===== config.mk =====
export PLATFORM = sky130hd
export DESIGN_NAME = usb_phy_cfg_seq
export DESIGN_NICKNAME = d
export VERILOG_FILES = /design/src/rtl/usb_phy_cfg_seq.sv
export SDC_FILE = /design/constraint.sdc
export NUM_CORES = 1
export LEC_CHECK = 0
export ABC_CLOCK_PERIOD_IN_PS = 4600
export CAP_MARGIN = 20
export CORE_ASPECT_RATIO = 0.7
export CORE_MARGIN = 2
export CORE_UTILIZATION = 36
export CTS_CLUSTER_DIAMETER = 40
export DETAILED_ROUTE_END_ITERATION = 16
export PLACE_DENSITY = 0.95
export RECOVER_POWER = 25
export SYNTH_ARGS = -nofsm -noshare
export SYNTH_HDL_FRONTEND = slang
export SYNTH_SLANG_ARGS = --single-unit
export TNS_END_PERCENT = 20

===== constraint.sdc =====
create_clock -name pclk -period 4.6 [get_ports pclk]
set_input_delay 0.46 -clock pclk [delete_from_list [all_inputs] [get_ports pclk]]
set_output_delay 0.46 -clock pclk [all_outputs]
set_load 0.005 [all_outputs]

===== src/rtl/usb_phy_cfg_seq.sv =====
// usb_phy_cfg_seq: PHY power-up sequencer (POR hold, init-table APB writes, UTMI hold) then software APB pass-through; USB_PHY_CFG_TIMEOUT_EN adds an ACCESS timeout
module usb_phy_cfg_seq #(
  parameter int           POR_HOLD  = 16,
  parameter int           UTMI_HOLD = 32,
  parameter int           INIT_CNT  = 4,
  parameter logic [127:0] INIT_ADDR = '0,
  parameter logic [127:0] INIT_DATA = '0,
  parameter int           TIMEOUT   = 255
) (
  input  logic        pclk,
  input  logic        reset,
  output logic        phy_por,
  output logic        phy_utmi_reset,
  output logic        m_psel,
  output logic        m_penable,
  output logic        m_pwrite,
  output logic [31:0] m_paddr,
  output logic [31:0] m_pwdata,
  input  logic [31:0] m_prdata,
  input  logic        m_pready,
  input  logic        sw_req,
  input  logic        sw_write,
  input  logic [31:0] sw_addr,
  input  logic [31:0] sw_wdata,
  output logic        sw_ack,
  output logic [31:0] sw_rdata,
  output logic        sw_err,
  output logic        init_done
);
  localparam int MAXH = POR_HOLD > UTMI_HOLD ? POR_HOLD : UTMI_HOLD;
  localparam int CW = $clog2(MAXH + 1) + 1;
  typedef enum logic [2:0] {POR_WAIT, INIT_SETUP, INIT_ACCESS, UTMI_WAIT, IDLE, SW_SETUP, SW_ACCESS} state_t;
  state_t        state_q, state_d;
  logic [CW-1:0] cnt_q, cnt_d;
  logic [1:0]    idx_q, idx_d;
  logic          done_q, done_d;
  logic [31:0]   rdata_q, rdata_d;
  logic          hold_last, in_access, timed_out, xfer_done;
  assign in_access = state_q == INIT_ACCESS || state_q == SW_ACCESS;
  assign hold_last = state_q == POR_WAIT ? (POR_HOLD <= 1 || cnt_q == CW'(POR_HOLD - 1))
                                         : (UTMI_HOLD <= 1 || cnt_q == CW'(UTMI_HOLD - 1));
  assign xfer_done = in_access && (m_pready || timed_out);
  assign phy_por = state_q == POR_WAIT;
  assign phy_utmi_reset = !done_q;
  assign init_done = done_q;
  assign sw_rdata = sw_ack ? rdata_d : rdata_q;
`ifdef USB_PHY_CFG_TIMEOUT_EN
  localparam int TW = $clog2(TIMEOUT + 2);
  logic [TW-1:0] wcnt_q, wcnt_d;
  logic          err_q, err_d;
  assign timed_out = in_access && !m_pready && (TIMEOUT <= 1 || wcnt_q == TW'(TIMEOUT - 1));
  assign wcnt_d = in_access && !xfer_done ? wcnt_q + TW'(1) : '0;
  assign err_d = err_q | (state_q == INIT_ACCESS && timed_out);
  assign sw_err = sw_ack && (timed_out || err_q);
  // ACCESS wait counter and sticky init-timeout flag
  always_ff @(posedge pclk or posedge reset)
    if (reset) begin
      wcnt_q <= '0;
      err_q  <= 1'b0;
    end else begin
      wcnt_q <= wcnt_d;
      err_q  <= err_d;
    end
`else
  logic unused_timeout;
  assign unused_timeout = TIMEOUT != 0;
  assign timed_out = 1'b0;
  assign sw_err = 1'b0;
`endif
  // sequencer state, hold counter, init index, sticky done and captured read data
  always_ff @(posedge pclk or posedge reset)
    if (reset) begin
      state_q <= POR_WAIT;
      cnt_q   <= '0;
      idx_q   <= '0;
      done_q  <= 1'b0;
      rdata_q <= '0;
    end else begin
      state_q <= state_d;
      cnt_q   <= cnt_d;
      idx_q   <= idx_d;
      done_q  <= done_d;
      rdata_q <= rdata_d;
    end
  // next state and APB master drive; address/data stay 0 while psel is low
  always_comb begin
    state_d   = state_q;
    cnt_d     = '0;
    idx_d     = idx_q;
    done_d    = done_q;
    rdata_d   = rdata_q;
    m_psel    = 1'b0;
    m_penable = 1'b0;
    m_pwrite  = 1'b0;
    m_paddr   = '0;
    m_pwdata  = '0;
    sw_ack    = 1'b0;
    case (state_q)
      POR_WAIT, UTMI_WAIT: begin
        cnt_d = hold_last ? '0 : cnt_q + CW'(1);
        if (hold_last) begin
          state_d = state_q == UTMI_WAIT ? IDLE : (INIT_CNT > 0 ? INIT_SETUP : UTMI_WAIT);
          done_d  = done_q | (state_q == UTMI_WAIT);
        end
      end
      INIT_SETUP, INIT_ACCESS: begin
        m_psel    = 1'b1;
        m_penable = state_q == INIT_ACCESS;
        m_pwrite  = 1'b1;
        m_paddr   = INIT_ADDR[{idx_q, 5'd0} +: 32];
        m_pwdata  = INIT_DATA[{idx_q, 5'd0} +: 32];
        if (state_q == INIT_SETUP) state_d = INIT_ACCESS;
        else if (xfer_done) begin
          idx_d   = idx_q + 2'd1;
          state_d = idx_q == 2'(INIT_CNT - 1) ? UTMI_WAIT : INIT_SETUP;
        end
      end
      IDLE: state_d = sw_req ? SW_SETUP : IDLE;
      SW_SETUP, SW_ACCESS: begin
        m_psel    = 1'b1;
        m_penable = state_q == SW_ACCESS;
        m_pwrite  = sw_write;
        m_paddr   = sw_addr;
        m_pwdata  = sw_wdata;
        if (state_q == SW_SETUP) state_d = SW_ACCESS;
        else if (xfer_done) begin
          sw_ack  = 1'b1;
          rdata_d = sw_write || timed_out ? 32'h0 : m_prdata;
          state_d = IDLE;
        end
      end
      default: state_d = POR_WAIT;
    endcase
  end
endmodule


**After elaboration in Yosys (flattened, before gate mapping)**

Cells that the tools add are included.
Widths: inputs -> output; s select.

- Register bits: 45
- Latch bits: 0
- Memory bits (writable): 0
- Bits in read-only memories: 0
- Output and inout port bits: 104
- Word-level logic and storage cells: 58
- Memories: 0

- Add/sub/neg operators: 2
- $mul: 0
- Div/mod/pow operators: 0
- $lt $le $gt $ge: 0
- Eq/ne operators: 12
- Shift operators: 1
- Muxes and demuxes: 25
- Bitwise operators: 2
- Reduce and logical (&&, ||, !) cells: 11

Operators with widths:

| cell | number |
|---|---|
| $mux 32 | 5 |
| $pmux 32 s2 | 2 |
| $shiftx 128x8->32 const A | 1 |
| $mux 3 | 6 |
| $mux 7 | 2 |
| $pmux 3 s4 | 1 |
| $eq 3x3->1 const B | 3 |
| $add 7x1->7 const B | 1 |
| $eq 7x4->1 const B | 1 |
| $eq 7x5->1 const B | 1 |
| $eq 3x2->1 const B | 2 |
| $mux 1 | 6 |
| $ne 3x3->1 const B | 2 |
| $reduce_and 3->1 | 2 |
| $reduce_or 2->1 | 3 |
| $pmux 1 s2 | 2 |
| $reduce_or 4->1 | 1 |
| $eq 3x1->1 const B | 1 |
| $logic_not 3->1 | 1 |
| $add 2x1->2 const B | 1 |
| $eq 2x2->1 const B | 1 |
| $mux 2 | 1 |
| $ne 2x2->1 const B | 1 |
| $reduce_and 2->1 | 1 |
| 5 further kinds | 5 |

**Depth between registers and ports, before layout**

Gate-level depths: netlist of run 1.

- Depth after elaboration: 7
- Mapped depth: 8

**Worst setup path before layout of run 1**

OpenSTA, ideal clock, no wires.

- Path kind: register to output
- From: register state_q[1]
- To: output sw_rdata[0]
- Data arrival time: 1.569 ns
- Required time: 4.140 ns
- Slack: 2.571 ns
- Cell stages (with the launch flop): 8
- Path through: dfrtp_1 inv_1 ha_1 and2b_1 nand3_1 buf_2 buf_2 o21ai_0

- Cells in the longest elaborated chain, start to end: 7
- Elaborated cells between the ends (all ways): 13
- Those cells by class: eq/ne: 3; mux: 7; reduce/logical: 3

RTL lines:

| item | RTL line | text |
|---|---|---|
| from (decl) | 33 | `state_t state_q, state_d;` |
| from (signal assigned) | 79 | `state_q <= state_d;` |
| $eq 3x2->1 or $eq 3x3->1 (tied branches) | 39, 98 |  |
| $logic_or 1x1->1 | 39 | `assign in_access = state_q == INIT_ACCESS \|\| state_q == SW_ACCESS;` |
| $logic_and 1x1->1 | 42 | `assign xfer_done = in_access && (m_pready \|\| timed_out);` |
| $mux 32 or $mux 1 (tied branches) | 126 | `else if (xfer_done) begin` |
| $mux 32 or $mux 1 (tied branches) | 125 | `if (state_q == SW_SETUP) state_d = SW_ACCESS;` |
| $mux 32 or $mux 1 (tied branches) | 98 | `case (state_q)` |
| $mux 32 * | 46 | `assign sw_rdata = sw_ack ? rdata_d : rdata_q;` |
| to (decl) | 26 | `output logic [31:0] sw_rdata,` |

Mark *: on every way between the ends. The rest lies on a longest branch, timed or not.

**Worst setup path after layout of run 1**

- From: register state_q[1]
- To: output sw_rdata[15]

The elaborated chain is that of the path after synthesis.

==> summary.md, run 1 <==
| Metric | Value |
|---|---|
| Slew margin rel. | `-0.0874` |
| Part of the cycle the worst path needs | `0.810` |
| Max Slew Vio Count | `46` |
| Clock-pin slew on the worst setup and hold paths | `0.08 ns` |
| Syn_area_per_cell | `8.17 µm²` |
| Core footprint | `0.00688 mm²` |
| Final setup fails | `0` |
| M2 GR Usage | `0.383` |
| Post-synth top area cell | `dfrtp_1` |
| Placed cells | `596` |
| Post-synth top area share | `0.432` |
| Max_cap viols | `1` |
| Global route hottest layer | `met2` |
| #FFs+latches synth | `45` |
| Final Cell Area | `0.00479 mm²` |
| Min-delay worst type | `reg -> reg` |
| Final GP Congestion | `0.843` |
| Power per cell area | `386 mW/mm²` |
| Mapped Cells | `319` |
| Ranking of synthesized cells by area | `dfrtp_1 (43%), and2_1 (16%), o21ai_0 (13%), nand2_1 (9.5%), ha_1 (3.4%)` |
| Area Growth Syn to Fin | `83.9%` |
| Syn nets | `427` |
| Failing checks | `max-capacitance violations, max-slew violations` |
| Fraction of registers with async set/reset | `1.00` |
| Peak VDD IR | `0.153 mV` |
| Met1 Use GR | `0.270` |
| Skew-Pair Late Insertion Delay | `0.28 ns` |
| Crit path DAT | `3.27 ns` |
| Vias per cell | `4.49` |
| Final-report hold violation count | `0` |
| Vias post-DR | `2710` |
| Global-route wire length before repair | `13500 µm` |
| Fin cells | `604` |
| Nets | `617` |
| Tot Pwr | `1.85 mW` |
| DP Wirelength | `6980 µm` |
| Cts hold-fix bufs | `0` |
| Warnings, synthesis | `0` |
| Maximum clock frequency | `0.268 GHz` |
| Total CTS buffers | `5` |
| CTS Buffer Depth | `2` |
| Worst-Margin Slew | `1.63 ns` |
| Resized Gates After CTS | `0` |
| Setup_tns | `0 ns` |
| CTS H-Tree Depth | `2` |
| GRT Resource Usage Total | `0.216` |
| First DRT Iteration DRCs | `97` |
| Antenna violations before repair | `0` |
| Root Driver | `clkbuf_8` |
| Share of layout cells above drive strength 1 | `0.0314` |
| Clk sinks | `45` |
| Final ANT Viol Nets | `0` |
| DRC Markers | `0` |
| CTS tree | `built` |
| Post-route worst setup slack | `0.874 ns` |
| Die span in x | `106 µm` |
| Clock skew | `0.00734 ns` |
| Post-Route WL | `8970 µm` |
| Post-place setup slack | `1.12 ns` |
| Critical Path End Type | `output pin` |
| GR Overflow Total | `0` |
| Via count of the first global-routing pass | `2710` |
| Std-Cell Rows | `25` |
| GR Layer Usage met3 | `0.0667` |
| Initial core utilization | `0.379` |
| RSZ-0062 raised after global routing | `false` |
| # IOs | `205` |
| Leak Pwr | `2.01 nW` |
| CP Data Required Time | `4.14 ns` |
| Status | `complete, but fails checks` |
| EDFF count, synth | `0` |
| Total iterations of the first detailed-routing run | `4` |
| Die area | `0.00794 mm²` |
| Sequential cell area fraction in the yosys report | `0.432` |
| Post-CTS Setup Bufs | `0` |
| Routed length per instance | `14.8 µm` |
| Crit Path Category | `reg -> out` |
| Port Buffers | `203` |
| Number of diodes | `0` |
| Post-DP Area | `0.00468 mm²` |
| Cell variety after synth | `32` |
| Ys flop type | `dfrtp_1` |
| Largest net degree at the start of global routing | `65` |
| DIE HEIGHT | `75.2 µm` |
| Crit-path max FO | `64` |
| Mapped cell area | `0.00260 mm²` |
| Final Critical Period | `3.73 ns` |
| Crit path launch type | `flip-flop` |
==> cells in the mapped netlist, types with 2 or more instances <==
| cell | n |
|---|---|
| nand3_1 | 2 |
| and2_1 | 65 |
| nand2_1 | 66 |
| xor2_1 | 3 |
| clkbuf_1 | 15 |
| a31oi_1 | 2 |
| a21oi_1 | 3 |
| inv_1 | 8 |
| ha_1 | 7 |
| dfrtp_1 | 45 |
| nor2_1 | 9 |
| mux2i_1 | 2 |
| o21ai_0 | 66 |
| xnor2_1 | 3 |
| buf_2 | 5 |
| and2b_1 | 2 |
==> layout make-up <==
type / count / area (µm²)
clock buffers: 6 / 72.6
clock inverters: 2 / 38.8
fillers: 549 / 2090
inverters: 8 / 30.0
multi-input cells: 245 / 1370
flip-flops and latches: 45 / 1130
well taps: 94 / 118
repair buffers: 204 / 2040
==> cell families (layout without fill, tap and decap cells) <==
logic type	Yosys count	count (layout)	share of synthesized area
AND/OR/NAND/NOR	153	153	0.303
flip-flops	45	45	0.432
buffers and inverters	29	220	0.0456
XOR/XNOR	6	6	0.0202
AO/OA/AOI/OAI	75	75	0.152
adder cells (fa/ha/maj)	7	7	0.0336
multiplexers	3	3	0.0120
other	1	1	0.00144
==> sequential cells by signal (all words and copies together), names as in the netlist <==
name	flops
rdata_q	32
init_done	1
cnt_q	7
idx_q	2
state_q	3
==> worst max-delay path: stages, from the launching register on <==
cell and delay (ns):
dfrtp_1 0.40, inv_1 0.09, ha_1 0.22, and2b_1 0.26, nand3_2 0.69, buf_4 0.52, o21ai_0 0.22, clkdlybuf4s50_1 0.57
==> per-layer routing <==
layer	vias up	part of all wire
li1	1412	-
met1	1206	0.43
met2	88	0.49
met3	4	0.076
met4	0	0.0068
met5	-	0
==> per-stage QoR <==
stage                     hold slack (ns)   util
after floorplan                     0.425      -
after global placement              0.442  0.681
after detailed placement            0.458  0.681
after CTS                           0.469  0.697
after global routing                0.484  0.696
final                               0.471  0.696
==> cell usage in the layout (no fill, tap or decap), types with 2 or more instances in the layout <==
master           netlist  final
clkdlybuf4s50_1        0    202
nand3_1                2      2
mux2i_1                2      2
xnor2_1                3      3
xor2_1                 3      3
and2_1                65     64
nor2_1                 9      9
ha_1                   7      7
nand2_1               66     66
dfrtp_1               45     45
inv_1                  8      8
o21ai_0               66     66
clkbuf_8               0      5
a21oi_1                3      3
and2b_1                2      2
a31oi_1                2      2
==> path summary, 6_finish.rpt <==
check                                        from               endpoint  slack [ns]  cells past startpoint
max                        state_q[1]$_DFFE_PP0P_           sw_rdata[15]        0.87                      7
min                            cnt_q[0]$_DFF_PP0_     cnt_q[0]$_DFF_PP0_        0.47                      1
max reg2reg                state_q[1]$_DFFE_PP0P_  rdata_q[15]$_DFF_PP0_        2.07                      7
min reg2reg                    cnt_q[0]$_DFF_PP0_     cnt_q[0]$_DFF_PP0_        0.47                      1
max in group asynchronous                   reset   rdata_q[7]$_DFF_PP0_        2.53                      2
min in group asynchronous                   reset  rdata_q[15]$_DFF_PP0_        1.11                      2
==> where the power goes <==
group / internal (mW) / switching [mW]
combinational: 0.574 / 0.415
clock: 0.163 / 0.127
sequential: 0.512 / 0.0577
(Power assumes the default switching activity.)
==> inputs of run 2 (changes only) <==
--- a/config.mk
+++ b/config.mk
@@ -5,14 +5,14 @@
 export SDC_FILE = /design/constraint.sdc
 export NUM_CORES = 1
 export LEC_CHECK = 0
-export ABC_CLOCK_PERIOD_IN_PS = 4600
+export ABC_CLOCK_PERIOD_IN_PS = 3400
 export CAP_MARGIN = 20
 export CORE_ASPECT_RATIO = 0.7
 export CORE_MARGIN = 2
-export CORE_UTILIZATION = 36
+export CORE_UTILIZATION = 30
 export CTS_CLUSTER_DIAMETER = 40
 export DETAILED_ROUTE_END_ITERATION = 16
-export PLACE_DENSITY = 0.95
+export PLACE_DENSITY = 0.87
 export RECOVER_POWER = 25
 export SYNTH_ARGS = -nofsm -noshare
 export SYNTH_HDL_FRONTEND = slang
==> constraint.sdc (replaced) <==
create_clock -name pclk -period 3.4 [get_ports pclk]
set_input_delay 0.34 -clock pclk [delete_from_list [all_inputs] [get_ports pclk]]
set_output_delay 0.34 -clock pclk [all_outputs]
set_load 0.005 [all_outputs]
==> summary.md, run 2 (synthesis results as in run 1) <==
| Metric | Value |
|---|---|
| Status | `complete, but fails checks` |
| Failing checks | `max-capacitance violations, max-slew violations` |
| Vias post-DR | `2816` |
| Number of diodes | `0` |
| CP Data Required Time | `3.06 ns` |
| Post-Route WL | `8550 µm` |
| Post-place setup slack | `0.560 ns` |
| Clk sinks | `45` |
| Vias per cell | `4.45` |
| CTS H-Tree Depth | `2` |
| CTS Buffer Depth | `2` |
| Port Buffers | `203` |
| Register share of total power | `0.291` |
| Max reg flops | `32` |
| Final Core Density | `0.581` |
| Top Registers | `rdata_q (32), cnt_q (7), state_q (3)` |
| Post-CTS Setup Bufs | `0` |
| Cts hold-fix bufs | `0` |
| First DRT Iteration DRCs | `83` |
| RSZ-0062 raised after global routing | `false` |
| Part of the cycle the worst path needs | `0.915` |
| Cells along the critical path | `inv_1 > ha_1 > and2b_1 > nand3_2 > buf_4 > o21ai_0 > clkdlybuf4s50_1` |
| Die area | `0.00946 mm²` |
| CTS tree | `built` |
| Peak VDD IR | `0.184 mV` |
| Multi-input gate area | `0.00136 mm²` |
| Nets | `620` |
| Max_cap viols | `1` |
| Largest net degree at the start of global routing | `65` |
| Leak Pwr | `2.05 nW` |
| Leading cell types in the layout, fill and taps excluded | `clkdlybuf4s50_1 (202), nand2_1 (66), o21ai_0 (66), and2_1 (64), dfrtp_1 (45)` |
| Die span in x | `115 µm` |
| Resized Gates After CTS | `0` |
| Total CTS buffers | `5` |
| GRT Resource Usage Total | `0.177` |
| Core footprint | `0.00844 mm²` |
| Final-report hold violation count | `0` |
| Placed cells | `625` |
| Final Critical Period | `3.11 ns` |
| Critical Path End Type | `output pin` |
| Clk network pwr share | `0.201` |
| Fillers | `731` |
| DRC Markers | `0` |
| Crit-path max FO | `37` |
| Fin cells | `633` |
| Clock skew | `0.00382 ns` |
| Std-Cell Rows | `28` |
| Skew-Pair Late Insertion Delay | `0.27 ns` |
| Min-delay worst type | `reg -> reg` |
| Seq. cell area | `0.00113 mm²` |
| Cell internal pwr | `1.82 mW` |
| Share of layout cells above drive strength 1 | `0.0370` |
| Total iterations of the first detailed-routing run | `5` |
| Critical path's largest stage delay | `0.53 ns` |
| Worst path buffer plus inverter count | `3` |
| Slowest cell on crit path | `clkdlybuf4s50_1` |
| Worst-Margin Slew | `1.65 ns` |
| Largest Register | `rdata_q` |
| Global-route wire length before repair | `13200 µm` |
| Setup_tns | `0 ns` |
| Crit path launch type | `flip-flop` |
| Switching Fraction | `0.309` |
| Crit path DAT | `2.77 ns` |
| Post-route worst setup slack | `0.288 ns` |
| Root Driver | `clkbuf_16` |
| Via count of the first global-routing pass | `2801` |
| Routed length per instance | `13.5 µm` |
| DP Wirelength | `6970 µm` |
| Final ANT Viol Nets | `0` |
| Max Slew Vio Count | `46` |
| Commonest non-fill, non-tap cell in the layout | `clkdlybuf4s50_1` |
| Initial core utilization | `0.309` |
| Crit Path Category | `reg -> out` |
| Combinational fraction of design power | `0.508` |
| Final setup fails | `0` |
| Top delay family on crit path | `buffers and inverters` |
| Power per cell area | `538 mW/mm²` |
| Maximum clock frequency | `0.321 GHz` |
| Clock-pin slew on the worst setup and hold paths | `0.06 ns` |
| Slew margin rel. | `-0.103` |
| # IOs | `205` |
| Switching power | `817 µW` |
| Final GP Congestion | `0.798` |
| Area Growth Syn to Fin | `88.4%` |
| GR Overflow Total | `0` |
| Antenna violations before repair | `0` |
| DIE HEIGHT | `82.0 µm` |
[run 2: cell count changes in the layout (fill, tap and decap cells not counted)]
cell,delta
clkbuf_16,+5
clkbuf_8,-5
buf_4,+2
buf_12,+1
nor2_2,+1
nor2_4,-1
[run 2: per-layer routing]
metal / wire length, µm / up-vias / GRT usage
met4: 138 / 0 / 0.0386
met1: 3460 / 1280 / 0.204
met3: 605 / 10 / 0.0458
li1: - / 1413 / -
met5: 0 / - / 0
met2: 4350 / 113 / 0.332
[run 2: power groups by stage]
stage | sequential [mW] | combinational (mW) | clock, mW
after floorplan | 0.746 | 0.603 | 0
after global placement | 0.768 | 1.31 | 0
after detailed placement | 0.779 | 1.35 | 0
after CTS | 0.769 | 1.36 | 0.547
after global routing | 0.790 | 1.49 | 0.573
final | 0.769 | 1.34 | 0.532
[run 2: cell type report]
cell class              count  area share
inverters                   8     0.00612
well taps                 120      0.0306
clock inverters             2     0.00790
multi-input cells         245       0.277
flip-flops and latches     45       0.229
clock buffers               6      0.0263
repair buffers            207       0.423
[run 2: stage by stage]
step / area [µm²] / hold WS [ns] / power [mW]
after floorplan: 2610 / 0.425 / 1.35
after global placement: 4750 / 0.445 / 2.08
after detailed placement: 4750 / 0.459 / 2.13
after CTS: 4910 / 0.467 / 2.67
after global routing: 4910 / 0.503 / 2.85
final: 4910 / 0.463 / 2.64
[run 2: worst paths after layout]
path | startpoint | end | slack, ns | depth (start not counted)
max in group asynchronous | reset | rdata_q[13]$_DFF_PP0_ | 1.41 | 2
max | state_q[1]$_DFFE_PP0P_ | sw_rdata[29] | 0.29 | 7
min reg2reg | cnt_q[0]$_DFF_PP0_ | cnt_q[0]$_DFF_PP0_ | 0.46 | 1
min in group asynchronous | reset | rdata_q[26]$_DFF_PP0_ | 1.03 | 2
max reg2reg | state_q[1]$_DFFE_PP0P_ | rdata_q[0]$_DFF_PP0_ | 1.25 | 7
min | cnt_q[0]$_DFF_PP0_ | cnt_q[0]$_DFF_PP0_ | 0.46 | 1
